[src/rtl/cbus_sram_responder_pkg.sv]
// rtl/cbus_sram_responder_pkg.sv - cache-bus types, responder states and burst address helper
package cbus_sram_responder_pkg;

  typedef logic [31:0] addr_t;
  typedef logic [7:0]  u8;

  // Bytes per beat is 1 << size; only affects address stepping.
  typedef enum logic [2:0] {
    MSIZE1, MSIZE2, MSIZE4, MSIZE8, MSIZE16, MSIZE32, MSIZE64, MSIZE128
  } msize_t;

  // Beat count minus one: MLEN1 is a single beat, MLEN256 is 256 beats.
  typedef logic [7:0] mlen_t;
  localparam mlen_t MLEN1   = 8'd0;
  localparam mlen_t MLEN2   = 8'd1;
  localparam mlen_t MLEN4   = 8'd3;
  localparam mlen_t MLEN8   = 8'd7;
  localparam mlen_t MLEN16  = 8'd15;
  localparam mlen_t MLEN256 = 8'd255;

  typedef enum logic [1:0] {
    BURST_FIXED    = 2'd0,
    BURST_INCR     = 2'd1,
    BURST_WRAP     = 2'd2,
    BURST_RESERVED = 2'd3
  } axi_burst_type_t;

  typedef enum logic [1:0] {IDLE, RD, WR, DONE} cbus_resp_state_t;

  typedef struct packed {
    logic            valid;
    logic            is_write;
    msize_t          size;
    addr_t           addr;
    mlen_t           len;
    axi_burst_type_t burst;
    logic [63:0]     data;
    logic [7:0]      strobe;
  } cbus_req_t;

  typedef struct packed {
    logic        ready;
    logic        last;
    logic [63:0] data;
  } cbus_resp_t;

  // Byte address of a given beat; RESERVED bursts step like INCR.
  function automatic addr_t cbus_beat_addr(addr_t addr, msize_t size, mlen_t len,
                                           axi_burst_type_t burst, u8 beat);
    addr_t stride;
    addr_t span;
    addr_t offs;
    addr_t result;
    stride = addr_t'(1) << size;
    span   = (addr_t'(len) + addr_t'(1)) * stride;
    offs   = addr + (addr_t'(beat) << size);
    case (burst)
      BURST_FIXED: result = addr;
      BURST_WRAP:  result = (addr & ~(span - addr_t'(1))) | (offs & (span - addr_t'(1)));
      default:     result = offs;
    endcase
    return result;
  endfunction

endpackage

[src/rtl/cbus_sram_responder_if.sv]
// rtl/cbus_sram_responder_if.sv - cache-bus request/response bundle
interface cbus_sram_responder_if;
  import cbus_sram_responder_pkg::*;

  cbus_req_t  creq;
  cbus_resp_t cresp;

  modport master (output creq, input cresp);
  modport slave  (input creq, output cresp);
endinterface

[src/rtl/cbus_sram_responder_beat_addr_gen.sv]
// rtl/cbus_sram_responder_beat_addr_gen.sv - beat counter plus current/next burst beat addresses
module cbus_beat_addr_gen
  import cbus_sram_responder_pkg::*;
(
  input  logic            clk,
  input  logic            reset,
  input  logic            clear,
  input  logic            advance,
  input  addr_t           addr,
  input  msize_t          size,
  input  mlen_t           len,
  input  axi_burst_type_t burst,
  output u8               beat,
  output logic            at_last,
  output addr_t           cur_addr,
  output addr_t           nxt_addr
);

  // Beat counter: cleared on acceptance, stops at len so it never wraps past the burst.
  always_ff @(posedge clk or posedge reset) begin
    if (reset) begin
      beat <= '0;
    end else if (clear) begin
      beat <= '0;
    end else if (advance && (beat != len)) begin
      beat <= beat + 8'd1;
    end
  end

  assign at_last  = (beat == len);
  assign cur_addr = cbus_beat_addr(addr, size, len, burst, beat);
  // Lookahead lets the read path issue beat i+1 while returning beat i.
  assign nxt_addr = cbus_beat_addr(addr, size, len, burst, beat + 8'd1);

endmodule

[src/rtl/cbus_sram_responder.sv]
// rtl/cbus_sram_responder.sv - cache-bus worker serving bursts from a 1-cycle synchronous SRAM
module cbus_sram_responder
  import cbus_sram_responder_pkg::*;
#(
  parameter int MEM_WORDS = 4096,
  parameter int ADDR_W    = $clog2(MEM_WORDS)
) (
  input  logic                  clk,
  input  logic                  reset,
  cbus_sram_responder_if.slave  cbus,
  output logic                  sram_en,
  output logic [7:0]            sram_we,
  output logic [ADDR_W-1:0]     sram_addr,
  output logic [63:0]           sram_wdata,
  input  logic [63:0]           sram_rdata
);

  cbus_resp_state_t state;
  cbus_resp_state_t state_next;
  addr_t            lat_addr;
  msize_t           lat_size;
  mlen_t            lat_len;
  axi_burst_type_t  lat_burst;
  logic             primed;
  logic             primed_next;
  logic             clear;
  logic             advance;
  u8                beat;
  logic             at_last;
  addr_t            cur_addr;
  addr_t            nxt_addr;
  addr_t            word_sel;
  cbus_resp_t       resp;
  logic             unused_addr_bits;

  cbus_beat_addr_gen u_addr_gen (
    .clk      (clk),
    .reset    (reset),
    .clear    (clear),
    .advance  (advance),
    .addr     (lat_addr),
    .size     (lat_size),
    .len      (lat_len),
    .burst    (lat_burst),
    .beat     (beat),
    .at_last  (at_last),
    .cur_addr (cur_addr),
    .nxt_addr (nxt_addr)
  );

  // State, read-pipeline fill flag and latched burst parameters.
  always_ff @(posedge clk or posedge reset) begin
    if (reset) begin
      state     <= IDLE;
      primed    <= 1'b0;
      lat_addr  <= '0;
      lat_size  <= MSIZE1;
      lat_len   <= '0;
      lat_burst <= BURST_FIXED;
    end else begin
      state  <= state_next;
      primed <= primed_next;
      if (state == IDLE && cbus.creq.valid) begin
        lat_addr  <= cbus.creq.addr;
        lat_size  <= cbus.creq.size;
        lat_len   <= cbus.creq.len;
        lat_burst <= cbus.creq.burst;
      end
    end
  end

  // Next state and all bus/SRAM outputs; everything idles at zero outside RD and WR.
  always_comb begin
    state_next  = state;
    primed_next = primed;
    clear       = 1'b0;
    advance     = 1'b0;
    resp        = '0;
    sram_en     = 1'b0;
    sram_we     = '0;
    sram_wdata  = '0;
    word_sel    = '0;
    case (state)
      IDLE: begin
        if (cbus.creq.valid) begin
          clear       = 1'b1;
          primed_next = 1'b0;
          state_next  = cbus.creq.is_write ? WR : RD;
        end
      end
      RD: begin
        if (!primed) begin
          sram_en     = 1'b1;
          word_sel    = cur_addr;
          primed_next = 1'b1;
        end else begin
          resp.ready = 1'b1;
          resp.data  = sram_rdata;
          advance    = 1'b1;
          if (at_last) begin
            resp.last  = 1'b1;
            state_next = DONE;
          end else begin
            sram_en  = 1'b1;
            word_sel = nxt_addr;
          end
        end
      end
      WR: begin
        resp.ready = 1'b1;
        sram_en    = 1'b1;
        sram_we    = cbus.creq.strobe;
        sram_wdata = cbus.creq.data;
        word_sel   = cur_addr;
        advance    = 1'b1;
        if (at_last) begin
          resp.last  = 1'b1;
          state_next = DONE;
        end
      end
      DONE: begin
        if (!cbus.creq.valid) begin
          state_next = IDLE;
        end
      end
      default: state_next = IDLE;
    endcase
  end

  assign sram_addr        = word_sel[ADDR_W+2:3];
  assign unused_addr_bits = ^{word_sel[31:ADDR_W+3], word_sel[2:0], beat};
  assign cbus.cresp       = resp;

endmodule
[src/flat_wrapper.sv]
// flat-port wrapper written by rule: the top's interface ports become plain ports
module cbus_sram_responder_flat import cbus_sram_responder_pkg::*;
#(
  parameter int MEM_WORDS = 4096,
  parameter int ADDR_W    = $clog2(MEM_WORDS)
)
  (clk, reset, sram_en, sram_we, sram_addr, sram_wdata, sram_rdata, cbus_creq, cbus_cresp);
  cbus_sram_responder_if cbus_i ();
  input  logic clk;
  input  logic reset;
  output logic sram_en;
  output logic [7:0] sram_we;
  output logic [ADDR_W-1:0] sram_addr;
  output logic [63:0] sram_wdata;
  input  logic [63:0] sram_rdata;
  input wire logic [$bits(cbus_i.creq)-1:0] cbus_creq;
  output wire logic [$bits(cbus_i.cresp)-1:0] cbus_cresp;
  assign cbus_i.creq = cbus_creq;
  assign cbus_cresp = cbus_i.cresp;
  cbus_sram_responder #(.MEM_WORDS(MEM_WORDS), .ADDR_W(ADDR_W)) u_core (.clk(clk), .reset(reset), .cbus(cbus_i), .sram_en(sram_en), .sram_we(sram_we), .sram_addr(sram_addr), .sram_wdata(sram_wdata), .sram_rdata(sram_rdata));
endmodule
[config.mk]
export PLATFORM = sky130hd
export DESIGN_NAME = cbus_sram_responder_flat
export DESIGN_NICKNAME = d
export VERILOG_FILES = /design/src/rtl/cbus_sram_responder_pkg.sv /design/src/rtl/cbus_sram_responder_if.sv /design/src/rtl/cbus_sram_responder_beat_addr_gen.sv /design/src/rtl/cbus_sram_responder.sv /design/src/flat_wrapper.sv
export SDC_FILE = /design/constraint.sdc
export NUM_CORES = 1
export LEC_CHECK = 0
export CAP_MARGIN = 20
export CORE_ASPECT_RATIO = 0.7
export CORE_MARGIN = 2
export CORE_UTILIZATION = 40
export CTS_BUF_LIST = sky130_fd_sc_hd__clkbuf_4 sky130_fd_sc_hd__clkbuf_8
export DETAILED_ROUTE_END_ITERATION = 8
export PLACE_DENSITY = 0.81
export SYNTH_ARGS = -nofsm -noshare
export SYNTH_HDL_FRONTEND = slang
export SYNTH_SLANG_ARGS = --single-unit
[constraint.sdc]
create_clock -name clk -period 7.6 [get_ports clk]
set_input_delay 1.9 -clock clk [delete_from_list [all_inputs] [get_ports clk]]
set_output_delay 1.9 -clock clk [all_outputs]
set_load 0.03 [all_outputs]
* Word level (Yosys, flattened, before mapping)
Index checks and enable logic that the tools add are counted.
** Storage, ports and cells
- Register bits after elaboration :: 39
- Bits of input ports :: 185
** Operators by class
- Bitwise gates (word level) :: 6
- Mux-type cells :: 28
- Add/subtract/negate cells :: 5
- Shift operators :: 3
- Reduce and logical (&&, ||, !) cells :: 8
- Multipliers :: 1
- Eq/ne operators :: 9
** Operators with widths (count)
- two-way mux 64 bit :: 2
- one-hot mux 15 bit (2 select lines) :: 3
- two-way mux 66 bit :: 1
- AND 15 bit :: 3
- multiplier 9 x 32 -> 15 bit :: 1
- left shift 1 x 3 -> 32 bit (first input constant) :: 1
- adder 15 bit :: 2
- two-way mux 15 bit :: 2
- bitwise OR 15 bit :: 2
- left shift 8 x 3 -> 15 bit :: 2
- two-way mux 8 bit :: 3
- NOT 15 bit :: 1
- subtractor 15 x 1 -> 15 bit (second input constant) :: 1
- two-way mux 2 bit :: 5
- adder 8 x 1 -> 9 bit (second input constant) :: 1
- adder 8 x 1 -> 8 bit (second input constant) :: 1
- == test 8 bit :: 1
- inequality test 8 bit :: 1
- one-hot mux 2 bit (4 select lines) :: 1
- two-way mux 1 bit :: 7
- == test 2 bit (second input constant) :: 3
- one-hot mux 1 bit (2 select lines) :: 3
- logical NOT 2 bit :: 2
- inequality test 2 bit (second input constant) :: 2
- 7 further kinds :: 9

* Depth between registers and ports, before layout
- Word-level depth :: 10
- Depth in mapped cells :: 25

* Cells and area by module
A second synthesis with hierarchy kept.
** Unflattened totals
- Cells, all modules :: 1267
- Area total of the unflattened synthesis :: 10314.9 sq um
** Modules (own cells, without submodules)
- cbus_beat_addr_gen :: seq. area each 200.2 sq um, area an instance 7003.0 sq um, instances 1, cells each 938
- cbus_sram_responder :: seq. area each 1201.2 sq um, area an instance 3311.9 sq um, instances 1, cells each 329

* Worst setup path after synthesis
OpenSTA, ideal clock, no wires.
- Kind :: register to output
- From :: register u_core.lat_size[0]
- To :: output port sram_addr[7]
- Setup slack :: -0.904 ns
- Cell stages (with the launch flop) :: 25
- Data required time :: 5.700 ns
- Data arrival time :: 6.604 ns
- Cell sequence :: dfrtp_1 > clkbuf_8 > clkbuf_1 > buf_1 > clkbuf_1 > nor2_1 > nand2_1 > fa_1 > inv_1 > fa_1 > inv_1 > fa_1 > inv_1 > fa_1 > inv_1 > fa_1 > inv_1 > ha_1 > and3_1 > a221o_1 > o21a_1 > or4_1 > a31oi_1 > a221oi_1 > a211oi_1
** On the way
- Cells in the longest elaborated chain, start to end :: 10
** Ends and longest elaborated chain
- from (decl) :: RTL line cbus_sram_responder.sv:21 : msize_t lat_size;
- from (signal assigned) :: RTL line cbus_sram_responder.sv:65 : lat_size <= cbus.creq.size;
- left shift 1 x 3 -> 32 bit :: RTL line cbus_sram_responder_pkg.sv:54 : stride = addr_t'(1) << size;
- multiplier 9 x 32 -> 15 bit :: RTL line cbus_sram_responder_pkg.sv:55 : span = (addr_t'(len) + addr_t'(1)) * stride;
- subtractor 15 x 1 -> 15 bit :: RTL line cbus_sram_responder_pkg.sv:59 : BURST_WRAP: result = (addr & ~(span - addr_t'(1))) | (offs & (span - addr_t'(1)));
- NOT 15 bit :: RTL line cbus_sram_responder_pkg.sv:59
- AND 15 bit :: RTL line cbus_sram_responder_pkg.sv:59
- bitwise OR 15 bit :: RTL line cbus_sram_responder_pkg.sv:59
- one-hot mux 15 bit (2 select lines) :: RTL line cbus_sram_responder_pkg.sv:57 : case (burst)
- two-way mux 15 bit :: RTL line cbus_sram_responder.sv:100 : if (at_last) begin
- two-way mux 15 bit :: RTL line cbus_sram_responder.sv:92 : if (!primed) begin
- one-hot mux 15 bit (2 select lines) * :: RTL line cbus_sram_responder.sv:83 : case (state)
- to (decl) :: RTL line flat_wrapper.sv:13 : output logic [ADDR_W-1:0] sram_addr;
Mark *: on every way between the ends. The rest lies on a longest branch, timed or not.

* Worst setup path in the final report
- From :: register u_core.lat_len[0]
- To :: output port sram_addr[8]
** On the way
- Cells in the longest elaborated chain, start to end :: 10
** Ends and longest elaborated chain
- from (decl) :: RTL line cbus_sram_responder.sv:22 : mlen_t lat_len;
- from (signal assigned) :: RTL line cbus_sram_responder.sv:66 : lat_len <= cbus.creq.len;
- adder 8 x 1 -> 9 bit :: RTL line cbus_sram_responder_pkg.sv:55
- multiplier 9 x 32 -> 15 bit :: RTL line cbus_sram_responder_pkg.sv:55
- subtractor 15 x 1 -> 15 bit :: RTL line cbus_sram_responder_pkg.sv:59
- NOT 15 bit :: RTL line cbus_sram_responder_pkg.sv:59
- AND 15 bit :: RTL line cbus_sram_responder_pkg.sv:59
- bitwise OR 15 bit :: RTL line cbus_sram_responder_pkg.sv:59
- one-hot mux 15 bit (2 select lines) :: RTL line cbus_sram_responder_pkg.sv:57
- two-way mux 15 bit :: RTL line cbus_sram_responder.sv:100
- two-way mux 15 bit :: RTL line cbus_sram_responder.sv:92
- one-hot mux 15 bit (2 select lines) * :: RTL line cbus_sram_responder.sv:83
Marked as above.

==> qor.txt <==
status: finished, violations left
failing checks: setup timing
Fmax: 0.123 GHz
Startpoint Class: flop
WHS Path Cells: 1
H-tree Lvls: 2
Clock Skew: 0.0166 ns
Clock transition at path regs: 0.09 ns
cells along the critical path: ha_4 -> buf_4 -> nand3_1 -> xor2_1 -> buf_4 -> or3_1 -> fa_1 -> fa_1 -> inv_1 -> fa_1 -> fa_2 -> ha_4 -> ha_4 -> and3_4 -> o21a_1 -> o31a_1 -> or3_1 -> a31oi_2 -> mux2_4 -> nor2_4 -> buf_12
Seq. cell area: 983 um2
routing usage on met1: 38.6%
Final Setup Violations: 8
post-synthesis xor/xnor area fraction: 7.41%
Initial Utilization: 41.1%
total CTS buffers: 5
syn nets: 1237
largest family of logic cells by synthesized area: simple AND/OR/NAND/NOR gates
Ys Warns: 0
ant diodes: 0
global-route wire length before repair: 46400 um
I/O pins: 336
Routed WL: 31100 um
Hold WS: 0.564 ns
hpwl dp: 25900 um
Die ar.: 19700 um2
wire per inst: 20.5 um
Longest Clk Path Bufs: 2
Final Max Tran Viols: 0
DR vias: 8235
area of the multi-input gates: 6250 um2
max incr delay on CP: 0.60 ns
post-route setup slack: -0.540 ns
Final Hold Fails: 0
worst r2r path cells: 7
1st-iter DRT viols: 826
register area share after synthesis: 13.1%
# port buffers: 318
Core Area: 18100 um2
Final min period: 8.14 ns
routability cong.: 0.977
vias per cell: 5.42
RSZ-0062 raised after global routing: yes
min-delay src: u_core.lat_addr[0]
Max transition margin: 35.6%
layout net count: 1584
Endpoint, Worst Hold: u_core.lat_addr[0]
WP data required: 5.70 ns
worst skew pair latency: 0.32 ns
row count: 41
root buffer cell: clkbuf_8
met2 usage: 50.6%
crit path capture type: output port
post-synthesis mux area share: 7.26%
Max Fanout on Critical Path: 4
period utilisation layout: 107%
Post-synth EDFFs: 0
synthesized cell area: 7440 um2
largest net degree at the start of global routing: 75
CP delay by family, top: adder cells
TritonCTS clock tree: yes
Syn Area/Cell: 7.95 um2
worst path bufs/invs: 4
clock sinks: 39
R2R Path Start: u_core.state[0]
met3 Use GR: 5.21%
TritonRoute pass-1 iters: 5
simple-gate share of the synthesized area: 28.4%
initial antenna violation count: 0
share of cells above drive strength 1: 16.7%
vias in the first global route: 8103
kind of critical path: flop to output port
Seq cells post-synth: 39
Worst R2R Setup Slack: 4.40 ns
max cap viols: 0
Hold Path Class: flop to flop
Synth Flop Type: dfrtp_1
total track usage: 30.5%
Slew @ Worst Pin: 0.966 ns
synthesis-to-layout area growth: 58.5%
Synth Area in Compound Gates: 12.3%
die width: 167 um
data arrival time of the worst path: 6.24 ns
Mapped Cells: 936
adder-cell share of the synthesized area: 24.0%
die span in y: 118 um
master of the slowest instance on the critical path: fa_2
global route total overflow: 0
gr busiest metal: met2
Antenna Nets Post-Route: 0
Residual DRC: 0
terminus of the critical flop-to-flop path: u_core.u_addr_gen.beat[7]
Post-synth ARST share: 100%
Filler cells: 1494
Unique masters post-synth: 66
[state kept, by name, summed over array words and instances, names as in the netlist]
signal and flops:
u_core.lat_addr 15, u_core.lat_burst 2, u_core.lat_len 8, u_core.lat_size 3, u_core.primed 1, u_core.state 2, u_core.u_addr_gen.beat 8
[cell usage after synthesis, types with 31 or more instances]
cell type,number,share of area (%)
a21oi_1,46,3.1
and2_1,84,7.1
and3_1,78,6.6
clkbuf_1,51,2.6
dfrtp_1,39,13
fa_1,45,12
ha_1,71,12
inv_1,71,3.6
nand2_1,69,3.5
nor2_1,84,4.2
xnor2_1,32,3.8
xor2_1,31,3.6
[placed cells by master, fill, tap and decap left out, types with 6 or more instances in the layout]
cell / Yosys / final
buf_4: 1 / 84
nand3_1: 17 / 16
nand2_1: 69 / 66
xnor2_1: 32 / 30
dfrtp_2: 0 / 6
fa_1: 45 / 43
dfrtp_1: 39 / 33
mux2_2: 30 / 30
or3_1: 10 / 10
and2_1: 84 / 83
a22oi_1: 6 / 6
o22ai_1: 7 / 7
a21oi_1: 46 / 43
or2_2: 6 / 6
nor3_1: 14 / 14
xor2_1: 31 / 28
and3_1: 78 / 75
nand2b_1: 10 / 10
ha_4: 0 / 7
inv_1: 71 / 62
clkdlybuf4s50_1: 0 / 307
buf_6: 4 / 7
a21o_1: 6 / 6
nor2_1: 84 / 79
mux2i_1: 18 / 17
ha_1: 71 / 62
o21ai_0: 23 / 22
inv_2: 0 / 9
[area by class of cell]
| class | instances | area share, % |
|---|---|---|
| clock buffer | 5 | 0.583 |
| multi-input combinational | 762 | 53.0 |
| clock inverter | 3 | 0.371 |
| tap | 236 | 2.50 |
| inverter | 72 | 2.29 |
| timing repair buffer | 403 | 32.9 |
| sequential | 39 | 8.34 |
[stage by stage]
step | utilization [%] | instance area (um2) | setup WS (ns) | instances | setup TNS (ns)
finish | 65.2 | 11800 | -0.540 | 1520 | -3.40
global route | 65.2 | 11800 | -0.716 | 1520 | -5.07
CTS | 64.2 | 11600 | -0.567 | 1515 | -3.49
detailed placement | 62.7 | 11300 | -0.411 | 1500 | -1.81
global placement | 62.7 | 11300 | -0.378 | 1500 | -1.59
floorplan | - | 7600 | -0.238 | 936 | -0.975
[worst max-delay path by stage]
stage                        from      endpoint  depth (start not counted)  slack, ns
2_1_floorplan  u_core.lat_size[0]  sram_addr[8]                         25      -0.24
3_3_place_gp    u_core.lat_len[0]  sram_addr[8]                         23      -0.38
3_5_place_dp    u_core.lat_len[0]  sram_addr[8]                         24      -0.41
4_1_cts         u_core.lat_len[0]  sram_addr[8]                         23      -0.57
5_1_grt         u_core.lat_len[0]  sram_addr[8]                         24      -0.72
6_report        u_core.lat_len[0]  sram_addr[8]                         21      -0.54
[per-layer routing]
layer / wire length [um] / vias up / share of wire, %
li1: - / 3877 / -
met1: 12200 / 3922 / 39
met2: 14700 / 380 / 47
met3: 2540 / 56 / 8.2
met4: 1670 / 0 / 5.4
met5: 0 / - / 0
[cell families after synthesis]
logic type / after synthesis
buffers and inverters: 135
DFF: 39
AOI/OAI and AO/OA: 137
xor gates and xnor gates: 63
muxes: 50
adders and majority gates: 116
and+or+nand+nor: 396
[what timing repair did]
item,CTS,global route
endpoints found under the setup margin,8,8
setup buffers,7,6
resized for setup,20,33
hold buffers,0,0
pin swaps,24,26
Power is left out: the tool's default activity adds up to more than one toggle a clock period on the data nets, which glitch-free logic cannot reach.
